$ cat config.mk
export PLATFORM = sky130hd
export DESIGN_NAME = and_priority_encoder
export DESIGN_NICKNAME = d
export VERILOG_FILES = /design/src/rtl/and_priority_encoder.sv
export SDC_FILE = /design/constraint.sdc
export NUM_CORES = 1
export LEC_CHECK = 0
export BUFFER_PORTS_ARGS = -buffer_cell sky130_fd_sc_hd__buf_2
export CAP_MARGIN = 20
export CORE_MARGIN = 3
export CORE_UTILIZATION = 53
export CTS_CLUSTER_DIAMETER = 30
export DETAILED_ROUTE_END_ITERATION = 10
export PLACE_DENSITY_LB_ADDON = 0.08
export SLEW_MARGIN = 20
export SYNTH_ARGS = -nofsm -noshare
export SYNTH_HDL_FRONTEND = slang
export SYNTH_SLANG_ARGS = --single-unit
$ cat constraint.sdc
create_clock -name clk_i -period 8.7 [get_ports clk_i]
set_input_delay 1.305 -clock clk_i [delete_from_list [all_inputs] [get_ports clk_i]]
set_output_delay 1.305 -clock clk_i [all_outputs]
set_load 0.05 [all_outputs]
$ cat src/rtl/and_priority_encoder.sv
// and_priority_encoder
//   Sparse-match front end for the NPU MAC datapath. ANDs the IFM non-zero
//   bitmap with the filter non-zero bitmap, finds the lowest set bit of the
//   result with a binary-tree priority encoder, and registers the outcome
//   for the chunk-walking control logic (1-cycle latency, 1 pair/cycle).
//
// Ports
//   clk_i        : clock, rising edge
//   rst_i        : synchronous reset, active low
//   valid_i      : ifm_i/filter_i are valid this cycle
//   ifm_i        : IFM non-zero bitmap (N bits)
//   filter_i     : filter non-zero bitmap (N bits)
//   and_o        : registered ifm_i & filter_i
//   enc_o        : registered lowest-set-bit index of the AND, N if none
//   match_addr_o : enc_o[IDX_W-1:0]
//   valid_o      : registered, a match was found on a valid input
//   last_o       : registered, the match is the only set bit of the AND
module and_priority_encoder #(
  parameter int unsigned PREFIX_SUM_SIZE = 64,
  parameter int unsigned IDX_W           = $clog2(PREFIX_SUM_SIZE)
) (
  input  logic                       clk_i,
  input  logic                       rst_i,
  input  logic                       valid_i,
  input  logic [PREFIX_SUM_SIZE-1:0] ifm_i,
  input  logic [PREFIX_SUM_SIZE-1:0] filter_i,
  output logic [PREFIX_SUM_SIZE-1:0] and_o,
  output logic [IDX_W:0]             enc_o,
  output logic [IDX_W-1:0]           match_addr_o,
  output logic                       valid_o,
  output logic                       last_o
);

  localparam int unsigned N = PREFIX_SUM_SIZE;

  // "No match" encoding: MSB set, index bits zero (numerically N).
  localparam logic [IDX_W:0] ENC_NONE = {1'b1, {IDX_W{1'b0}}};

  logic [N-1:0]     and_w;
  logic             found_w;
  logic [IDX_W-1:0] idx_w;
  logic [IDX_W:0]   enc_w;
  logic [N-1:0]     sel_w;
  logic [N-1:0]     next_w;

  assign and_w = ifm_i & filter_i;

  // Binary-tree encoder. Level l has N>>(l+1) nodes; each node covers
  // 2^(l+1) input bits and reports whether any bit is set plus the
  // (l+1)-bit offset of the lowest set bit inside its span. The lower
  // child always wins, so bit 0 has the highest priority. Node j's
  // offset lives at idx[j*(l+1) +: l+1].
  for (genvar l = 0; l < IDX_W; l++) begin : g_lvl
    localparam int unsigned NODES = N >> (l + 1);
    logic [NODES-1:0]         found;
    logic [NODES*(l+1)-1:0]   idx;

    for (genvar j = 0; j < NODES; j++) begin : g_node
      if (l == 0) begin : g_leaf
        assign found[j] = and_w[2*j] | and_w[2*j+1];
        assign idx[j]   = ~and_w[2*j];
      end else begin : g_inner
        logic         f_lo;
        logic         f_hi;
        logic [l-1:0] i_lo;
        logic [l-1:0] i_hi;

        assign f_lo = g_lvl[l-1].found[2*j];
        assign f_hi = g_lvl[l-1].found[2*j+1];
        assign i_lo = g_lvl[l-1].idx[(2*j)*l +: l];
        assign i_hi = g_lvl[l-1].idx[(2*j+1)*l +: l];

        assign found[j]            = f_lo | f_hi;
        assign idx[j*(l+1) +: l+1] = f_lo ? {1'b0, i_lo} : {1'b1, i_hi};
      end
    end
  end

  assign found_w = g_lvl[IDX_W-1].found[0];
  assign idx_w   = g_lvl[IDX_W-1].idx;

  always_comb begin
    enc_w = ENC_NONE;
    if (found_w) begin
      enc_w = {1'b0, idx_w};
    end
  end

  // AND with the winning bit cleared; zero means the match was the last one.
  always_comb begin
    sel_w  = {{(N-1){1'b0}}, 1'b1} << idx_w;
    next_w = '0;
    if (found_w) begin
      next_w = and_w & ~sel_w;
    end
  end

  logic [N-1:0]   and_q,   and_d;
  logic [IDX_W:0] enc_q,   enc_d;
  logic           valid_q, valid_d;
  logic           last_q,  last_d;

  always_comb begin
    and_d   = and_q;
    enc_d   = enc_q;
    valid_d = 1'b0;
    last_d  = 1'b0;
    if (valid_i) begin
      and_d   = and_w;
      enc_d   = enc_w;
      valid_d = (enc_w != ENC_NONE);
      last_d  = found_w && (next_w == '0);
    end
  end

  always_ff @(posedge clk_i) begin
    if (!rst_i) begin
      and_q   <= '0;
      enc_q   <= ENC_NONE;
      valid_q <= 1'b0;
      last_q  <= 1'b0;
    end else begin
      and_q   <= and_d;
      enc_q   <= enc_d;
      valid_q <= valid_d;
      last_q  <= last_d;
    end
  end

  assign and_o        = and_q;
  assign enc_o        = enc_q;
  assign match_addr_o = enc_q[IDX_W-1:0];
  assign valid_o      = valid_q;
  assign last_o       = last_q;

endmodule

==> impl_results.md <==
* Status: completed
* Setup crit end kind: register
* Core Util, Final at 69.6%
* R2R Path Start: and_o[47]
* Area Growth Syn to Fin at 24.4%
* Most frequent cells in the layout: buf_2 (208), dfxtp_1 (73), nand2_1 (66), nand3_1 (61), nand2b_1 (52)
* Dpl cells at 911
* CTS Buf Count at 9
* Final setup fails at 0
* Post-layout min period at 4.76 ns
* RSZ-0062 raised after global routing: false
* Vias in the first global route at a little under 6000
* First-pass GRT wire length at about 30000 µm
* Grt total ovfl at 0
* Layout cells sized above 1 at 30.4%
* Worst setup startpoint: ifm_i[34]
* Data arrival time of the worst path at between 5 and 6 ns
* Clock Path Buffers at 2
* Crit path kind: primary input to register
* Peak Freq at 0.210 GHz
* DRC errors left at 0
* DRT iter0 DRCs at 786
* Post-CTS Resized at 0
* H-Tree Depth at 3
* CTS tree: done
* Power Total at 0.902 mW
* Drt pass-1 iters at 6
* Slew Viols, Final at 0
* Startpoint types: primary input
* Sequential fraction of the synthesis area at between 20% and 30%
* Critical Path Fanout Max at 21
* Core area at 0.00893 mm²
* Die X at 103 µm
* Clk pin slew, worst setup/hold paths at around 0.080 ns
* Row count at 34
* Final Skew at 0 ns
* Die Area at 0.0106 mm²
* Cts hold-fix bufs at 0
* Die Y-Extent at 103 µm
* DP Area at 0.00602 mm²
* Fin cells at 927
* Port buffer count at about 210
* Peak VDD IR at 0.0000975 V
* # IOs at 210
* Via count at 6216
* Final WL at 20000 µm
* Final worst setup slack at 3.94 ns
* Fraction of registers with async set/reset at 0%
* Initial antenna violation count at 0
* Max-Cap Viols at 0
* Post-CTS Setup Bufs at 0
* Unique masters post-synth at 74
* Root buf cell: clkbuf_8
* Min Hold Slack at 0.465 ns
* Tcrit/Tclk final at 54.8%
* Largest net degree at the start of global routing at 68
* Worst Setup EP: last_o
* Final Hold Vio Count at 0
* Yosys reg bits at 73
* Synth warnings at 0
* Dominant synthesized flop cell: dfxtp_1
* Hold Crit Class: register to register
* DR vias/cell at 6.71
* CP Data Required Time at roughly 9.0 ns
* Post-Place Setup Slack at ~3.7 ns
* Commonest non-fill, non-tap cell in the layout: buf_2
* Startpoint of the most critical hold path: enc_o[6]
* Gr usage total at between 30 and 40%
* Detail Placement HPWL at between 15000 and 20000 µm
* Slew margin rel. at approximately 33%
* Global placement routability congestion at 1.09
* R2R setup slack at around 8 ns
* Worst-skew pair later-pin latency at 0.36 ns
* Mapped Cells at around 630
* R2r endpoint: and_o[47]
* Total power density per cell area at 145 mW/mm²
* Mapped Area at 0.00500 mm²
* Starting density of the core at 56.0%
* Worst-margin pin slew at just over 1 ns
* WL per Instance at 21.5 µm
* ANT nets after route at 0
* Cell area after layout at 0.00622 mm²
* Clock sink total at 73
* Syn_area_per_cell at around 7.9 µm²
* Number of synthesized flops with an enable pin at 0
* Setup TNS at 0 ns
* Net Count, Synth at between 700 and 800
* N_diodes at 0
* Reg2reg path depth at 2
* Pleak at 2.66 nW
* Layout Nets at 945
-- synthesized netlist by cell type (3+ instances only) --
cell type	count	area [µm²]
nand4_1	8	50.1
clkbuf_1	22	82.6
a22oi_1	22	165
or3_1	7	43.8
a211oi_1	6	45.0
a21oi_1	18	90.1
and2_1	17	106
o21ai_0	11	55.1
and3_1	5	31.3
o22ai_1	6	37.5
nor3_1	10	50.1
nor2b_1	17	106
nor4_1	19	119
a22o_1	16	140
buf_4	8	60.1
o211ai_1	8	60.1
nand3_1	61	305
o31ai_1	6	45.0
nand2_1	66	248
nor2_1	17	63.8
a311oi_1	4	35.0
or2_2	3	18.8
mux2i_1	16	160
a31oi_1	8	50.1
dfxtp_1	73	1460
nand2b_1	52	325
a21boi_0	50	375
o31a_1	3	26.3
a32oi_1	4	35.0
buf_2	6	30.0
a221o_1	3	30.0
a31o_2	3	26.3
-- worst min path at each step --
stage                           end  slack, ns  depth (start not counted)
after global routing      and_o[21]       0.50                          2
after global placement     enc_o[6]       0.43                          2
final                      enc_o[6]       0.47                          2
after CTS                  enc_o[6]       0.46                          2
after detailed placement   enc_o[6]       0.45                          2
after floorplan            enc_o[6]       0.66                          2
-- sequential cells by signal, summed over array words and instances, names as in the netlist --
signal and cells:
enc_o 7, and_o 64, last_o 1, valid_o 1
-- power by group --
group / switching (mW) / total [mW] / internal, mW
Sequential: 0.00674 / 0.354 / 0.347
Combinational: 0.183 / 0.269 / 0.0858
Clock: 0.140 / 0.279 / 0.140
-- metal layers --
metal  vias up  GRT usage, %  part of all wire, %
li1       2782             -                    -
met1      2901          46.5                   39
met2       456          61.5                   47
met3        77          6.97                   10
met4         0          13.9                  3.8
met5         -             0                    0
-- worst max-delay path, stage by stage --
cell	delay [ns]
buf_2	0.12
a22oi_1	0.30
nand4_1	0.37
nand3b_4	0.33
a221oi_1	0.44
nor3_2	0.06
buf_4	0.23
nor2_1	0.63
a32oi_1	0.28
a2111oi_0	0.58
nand4_1	0.17
nor4_2	0.17
-- area by class of cell --
class / count / area [µm²]
Inverter: 1 / 3.75
Timing Repair Buffer: 212 / 1070
Multi-Input combinational cell: 517 / 3350
Fill cell: 753 / 2720
Tap cell: 108 / 135
Sequential cell: 73 / 1460
Clock buffer: 11 / 141
Clock inverter: 5 / 55.1
-- kinds of logic (layout without fill, tap and decap cells) --
group                  after synthesis  after routing  share of synthesized area [%]
muxes                               16             16                           3.20
and+or+nand+nor                    297            297                           32.4
DFF                                 73             73                           29.2
AOI/OAI and AO/OA                  204            204                           31.4
buffers and inverters               39            229                           3.83
(Power assumes the default switching activity.)
